==> config.mk <==
export PLATFORM = sky130hd
export DESIGN_NAME = irrigation_scheduler
export DESIGN_NICKNAME = d
export VERILOG_FILES = /design/src/rtl/irrigation_scheduler.sv
export SDC_FILE = /design/constraint.sdc
export NUM_CORES = 1
export LEC_CHECK = 0
export ABC_AREA = 1
export CAP_MARGIN = 40
export CORE_MARGIN = 2
export CORE_UTILIZATION = 40
export DETAILED_ROUTE_END_ITERATION = 8
export PLACE_DENSITY = 0.7
export SKIP_CTS_REPAIR_TIMING = 1
export SLEW_MARGIN = 20
export SYNTH_ARGS = -nofsm -noshare
export SYNTH_HDL_FRONTEND = slang
export SYNTH_SLANG_ARGS = --single-unit
==> constraint.sdc <==
create_clock -name clock -period 1.2 [get_ports clock]
set_input_delay 0.3 -clock clock [delete_from_list [all_inputs] [get_ports clock]]
set_output_delay 0.3 -clock clock [all_outputs]
set_load 0.05 [all_outputs]
==> src/rtl/irrigation_scheduler.sv <==
// Tank-fed irrigation controller: fill, sprinkler/drip irrigation, tank cleaning and fault handling.
// Cleaning is compiled in only when IRRIGATION_SCHEDULER_CLEAN_EN is defined.
module irrigation_scheduler #(
  parameter logic [7:0] SPRINKLE_TIME = 8'd20,
  parameter logic [7:0] DRIP_TIME     = 8'd60,
  parameter logic [7:0] CLEAN_TIME    = 8'd10,
  parameter logic [7:0] FILL_TIMEOUT  = 8'd120
) (
  input  logic       clock,
  input  logic       reset,
  input  logic       enable,
  input  logic       tick,
  input  logic       level_low,
  input  logic       level_high,
  input  logic       soil_dry,
  input  logic       sprinkle_sel,
  input  logic       clean_req,
  output logic       inlet_valve,
  output logic       sprinkling,
  output logic       drip,
  output logic       brushes,
  output logic       outlet_valve,
  output logic       alarm,
  output logic [2:0] state,
  output logic [7:0] remaining
);

  typedef enum logic [2:0] {
    IDLE     = 3'd0,
    FILL     = 3'd1,
    IRRIGATE = 3'd2,
    CLEAN    = 3'd3,
    FAULT    = 3'd4
  } state_t;

  state_t     state_q, state_d;
  logic [7:0] rem_q, rem_d;
  logic [7:0] remDec;
  logic       mode_q, mode_d;
  logic [5:0] outs_q, outs_d;
  logic       sensErr;
`ifdef IRRIGATION_SCHEDULER_CLEAN_EN
  logic       pending_q, pending_d;
`else
  logic       unusedCleanReq;
  assign unusedCleanReq = clean_req;
`endif

  assign sensErr = level_low & level_high;
  assign remDec  = (tick && (rem_q != 8'd0)) ? (rem_q - 8'd1) : rem_q;

  // rem_d defaults to 0 so every exit edge clears the countdown
  always_comb begin
    state_d = state_q;
    rem_d   = 8'd0;
    mode_d  = mode_q;
    case (state_q)
      IDLE: begin
        if (enable) begin
          if (sensErr) begin
            state_d = FAULT;
          end else if (level_low) begin
            state_d = FILL;
            rem_d   = FILL_TIMEOUT;
          end
`ifdef IRRIGATION_SCHEDULER_CLEAN_EN
          else if (pending_q) begin
            state_d = CLEAN;
            rem_d   = CLEAN_TIME;
          end
`endif
          else if (soil_dry) begin
            state_d = IRRIGATE;
            mode_d  = sprinkle_sel;
            rem_d   = sprinkle_sel ? SPRINKLE_TIME : DRIP_TIME;
          end
        end
      end
      FILL: begin
        if (sensErr)                         state_d = FAULT;
        else if (!enable || level_high)      state_d = IDLE;
        else if (tick && rem_q == 8'd1)      state_d = FAULT;
        else                                 rem_d   = remDec;
      end
      IRRIGATE: begin
        if (sensErr)                         state_d = FAULT;
        else if (!enable || !soil_dry)       state_d = IDLE;
        else if (tick && rem_q == 8'd1)      state_d = IDLE;
        else if (level_low) begin
          state_d = FILL;
          rem_d   = FILL_TIMEOUT;
        end else                             rem_d   = remDec;
      end
`ifdef IRRIGATION_SCHEDULER_CLEAN_EN
      CLEAN: begin
        if (sensErr)                         state_d = FAULT;
        else if (!enable)                    state_d = IDLE;
        else if (tick && rem_q == 8'd1)      state_d = IDLE;
        else                                 rem_d   = remDec;
      end
`endif
      FAULT: begin
        if (!enable && !sensErr)             state_d = IDLE;
      end
      default: state_d = IDLE;
    endcase
  end

  // A request on the CLEAN entry edge survives so one more clean follows
`ifdef IRRIGATION_SCHEDULER_CLEAN_EN
  always_comb begin
    pending_d = pending_q | clean_req;
    if (state_d == CLEAN && state_q != CLEAN) pending_d = clean_req;
  end
`endif

  // Outputs are decoded from the next state and registered alongside it
  always_comb begin
    outs_d    = 6'b000000;
    outs_d[5] = (state_d == FILL);
    outs_d[4] = (state_d == IRRIGATE) && mode_d;
    outs_d[3] = (state_d == IRRIGATE) && !mode_d;
`ifdef IRRIGATION_SCHEDULER_CLEAN_EN
    outs_d[2] = (state_d == CLEAN);
    outs_d[1] = (state_d == CLEAN);
`endif
    outs_d[0] = (state_d == FAULT);
  end

  always_ff @(posedge clock) begin
    if (reset) begin
      state_q   <= IDLE;
      rem_q     <= 8'd0;
      mode_q    <= 1'b0;
      outs_q    <= 6'b000000;
`ifdef IRRIGATION_SCHEDULER_CLEAN_EN
      pending_q <= 1'b0;
`endif
    end else begin
      state_q   <= state_d;
      rem_q     <= rem_d;
      mode_q    <= mode_d;
      outs_q    <= outs_d;
`ifdef IRRIGATION_SCHEDULER_CLEAN_EN
      pending_q <= pending_d;
`endif
    end
  end

  assign inlet_valve  = outs_q[5];
  assign sprinkling   = outs_q[4];
  assign drip         = outs_q[3];
  assign brushes      = outs_q[2];
  assign outlet_valve = outs_q[1];
  assign alarm        = outs_q[0];
  assign state        = state_q;
  assign remaining    = rem_q;

endmodule

==> impl_metrics.tcl <==
set metrics [dict create \
    yosysSeqAreaShare_pct 30.5 \
    coreArea_sq_um 2480 \
    pwr_density_cell_nw_per_um2 672 \
    cell_internal_pwr_w 0.000918 \
    crit_top_cell "nor2_4" \
    final_area_sq_um 2070 \
    synth_edf_count 0 \
    layout_worst_path_cycle_share_pct 117 \
    reg2reg_depth 9 \
    clk_latency_ps 280 \
    globalplace.congestion 0.837 \
    status "finished with violations" \
    cts_sinks 16 \
    cts.htree.levels 1 \
    swShare_pct 34.0 \
    synth-compound-area-share_pct 12.0 \
    dieWidth_um 55.2 \
    vdd_drop_max_mv 0.582 \
    worstPathCellList "inv_4 -> ha_4 -> nand2_4 -> nor2_4 -> nor2_4 -> buf_6 -> nand2_2 -> xor2_2 -> o21ai_2" \
    synthMuxAreaShare_pct 0 \
    fin_worst_skew_ps 3.40 \
    drt-total-wl_um 3320 \
    regArea_sq_um 357 \
    drt-wirelength-per-cell_um 13.3 \
    finish.net_count 233 \
    regToRegEndpoint "remaining[2]" \
    crit_type "register to register" \
    endpoint_kind "register" \
    synth-simple-area-share_pct 37.7 \
    switchingPower_w 0.000473 \
    p_leak_nw 0.963 \
    synth_area_leaders "dfxtp_1 31%, nand2_1 11%, nor2_1 7.9%" \
    cts-root-buf "clkbuf_4" \
    route.detailed.drc 0 \
    drt_iter0_drc 28 \
    min_to "remaining[0]" \
    overflow 0 \
    cpMaxStageDelayCell "dfxtp_4" \
    grtUsageTotal_pct 18.3 \
    synth_common_cells "31 x nand2_1, 22 x nor2_1, 21 x inv_1, 16 x dfxtp_1, 9 x a21oi_1" \
    grt_start_max_net_pins 10 \
    critical-path-max-stage-delay_ps 400 \
    synth-xor-area-share_pct 3.34 \
    pwr-share-seq_pct 40.1 \
    rsz0062_at_grt "true" \
    die_area_sq_um 3050 \
    clkPwrFrac_pct 20.8 \
    post-dp-hpwl_um 2330 \
    viasPerCell 4.95 \
    syn-mean-instance-area_sq_um 6.86 \
    post_dp_cell_area_sq_um 1790 \
    hold_viol_final 0 \
    num_rows 18 \
    start_util_pct 42.4 \
    r2r_slack_ps -210 \
    dieHeight_um 55.2 \
    grt_pass1_vias 1167 \
    max_freq_mhz 711 \
    cp.required_ps 1390 \
    async_reset_ff_share_pct 0 \
    drtAntennaViolNets 0 \
    violations "negative setup slack" \
    cts_tree "built" \
    hp-start "remaining[0]" \
    yosysTopAreaCell "dfxtp_1" \
    worst_slack_ps -206 \
    maxCapViolCount 0 \
    min_path_cells 2 \
    synth_ff_type "dfxtp_1" \
    cp.arrival_ps 1590 \
    cp_max_fo 4 \
    netlist_area_sq_um 1050 \
    clk_pin_slew_worst_paths_ps 90 \
    synth-seq-cells 16 \
    grt_antenna_before_repair 0 \
    dr.pass1.iters 6 \
    start_kind "register" \
    hold_class "register to register" \
    yosysWarnings 0 \
    synth_top_family_by_area "simple AND/OR/NAND/NOR gates" \
    antenna_cells 0 \
    synth.distinct_cells 30 \
    portBuffers 22 \
    synth_fa_ha_area_share_pct 3.58 \
    setup-tns-final_ps -2330 \
    multi_input_area_sq_um 782 \
    drive_above_1_share_pct 58.6 \
    comb_power_share_pct 39.1 \
    cts_max_path_buffers 2 \
    grt_pass1_wl_um 4640 \
    setup_viol 23 \
    vias 1238 \
    flow.area_growth_from_synthesis_pct 97.0 \
    fin_crit_ps 1410 \
    synth_most_common_cell "nand2_1" \
    numCtsBuffers 3 \
    io_pins 26 \
    synth_top_area_share_pct 30.5 \
    final_max_slew_viol_count 0 \
    fill_cells 147 \
    synthCells 153 \
    rr_startpoint "remaining[0]" \
]
-- cells by family after synthesis --
logic type	count (synthesis)
AOI/OAI and AO/OA	21
xor gates and xnor gates	4
adders and majority gates	3
buffers and inverters	29
DFF	16
other	1
and+or+nand+nor	79
-- stage by stage --
stage | util [%] | std cells | hold slack [ps] | setup WS, ps | total power [W]
2_1_floorplan | - | 154 | 539 | -140 | 0.000812
4_1_cts | 73.1 | 242 | 551 | -248 | 0.00130
6_report | 83.5 | 250 | 557 | -206 | 0.00139
5_1_grt | 83.5 | 250 | 570 | -301 | 0.00147
3_5_place_dp | 72.1 | 238 | 535 | -517 | 0.00101
3_3_place_gp | 72.1 | 238 | 523 | -490 | 0.000998
-- worst max-delay path by stage --
stage                     cells past startpoint          from            to
after floorplan                               9  remaining[0]  remaining[6]
after global placement                        7        enable  remaining[3]
after detailed placement                      7        enable  remaining[6]
after CTS                                     8  remaining[0]  remaining[7]
after global routing                         10  remaining[0]  remaining[4]
final                                         9  remaining[0]  remaining[2]
-- cell type report --
type | count | share of cell area, %
clock buffer | 4 | 1.27
multi-input combinational | 109 | 37.8
sequential | 16 | 17.2
inverter | 24 | 4.60
tap | 30 | 1.81
timing repair buffer | 67 | 37.3
-- per-layer routing --
metal  GRT usage [%]  vias to the layer above  share of wire (%)
met2            36.6                       36                 56
met5               0                        -                  0
li1                -                      610                  -
met3            2.11                        8                3.4
met4            5.23                        0                2.0
met1            19.8                      584                 39
-- power by group through the flow --
stage / Combinational [W] / Sequential [W] / Clock (W)
global placement: 0.000431 / 0.000568 / 0
finish: 0.000544 / 0.000558 / 0.000289
CTS: 0.000446 / 0.000556 / 0.000293
detailed placement: 0.000443 / 0.000569 / 0
global route: 0.000579 / 0.000560 / 0.000327
floorplan: 0.000190 / 0.000622 / 0
-- worst max-delay path: cells and delay by family (launching register included) --
family	cells	cell delay, ps
adders and majority gates	1	160
xor gates and xnor gates	1	190
DFF	1	400
and+or+nand+nor	4	320
AOI/OAI and AO/OA	1	60
buffers and inverters	2	180
-- state kept, by name (all words and copies together), names as in the netlist --
register   count
remaining      8
state          3
outs_q         4
mode_q         1
-- cells in the final DEF, fill, tap and decap left out, drive strengths merged --
cell           instances
nand3                  7
dfxtp                 16
inv                   24
conb                   2
clkbuf                 4
buf                   60
dlymetal6s2s           4
or2                    1
o211ai                 3
a21oi                 10
nor2                  26
o21ai                  7
nand3b                 1
nand4                  3
nand2                 37
ha                     3
nor3                   4
xor2                   4
clkdlybuf4s50          3
a31oi                  1
No activity file was read; power rests on OpenSTA's default activity.
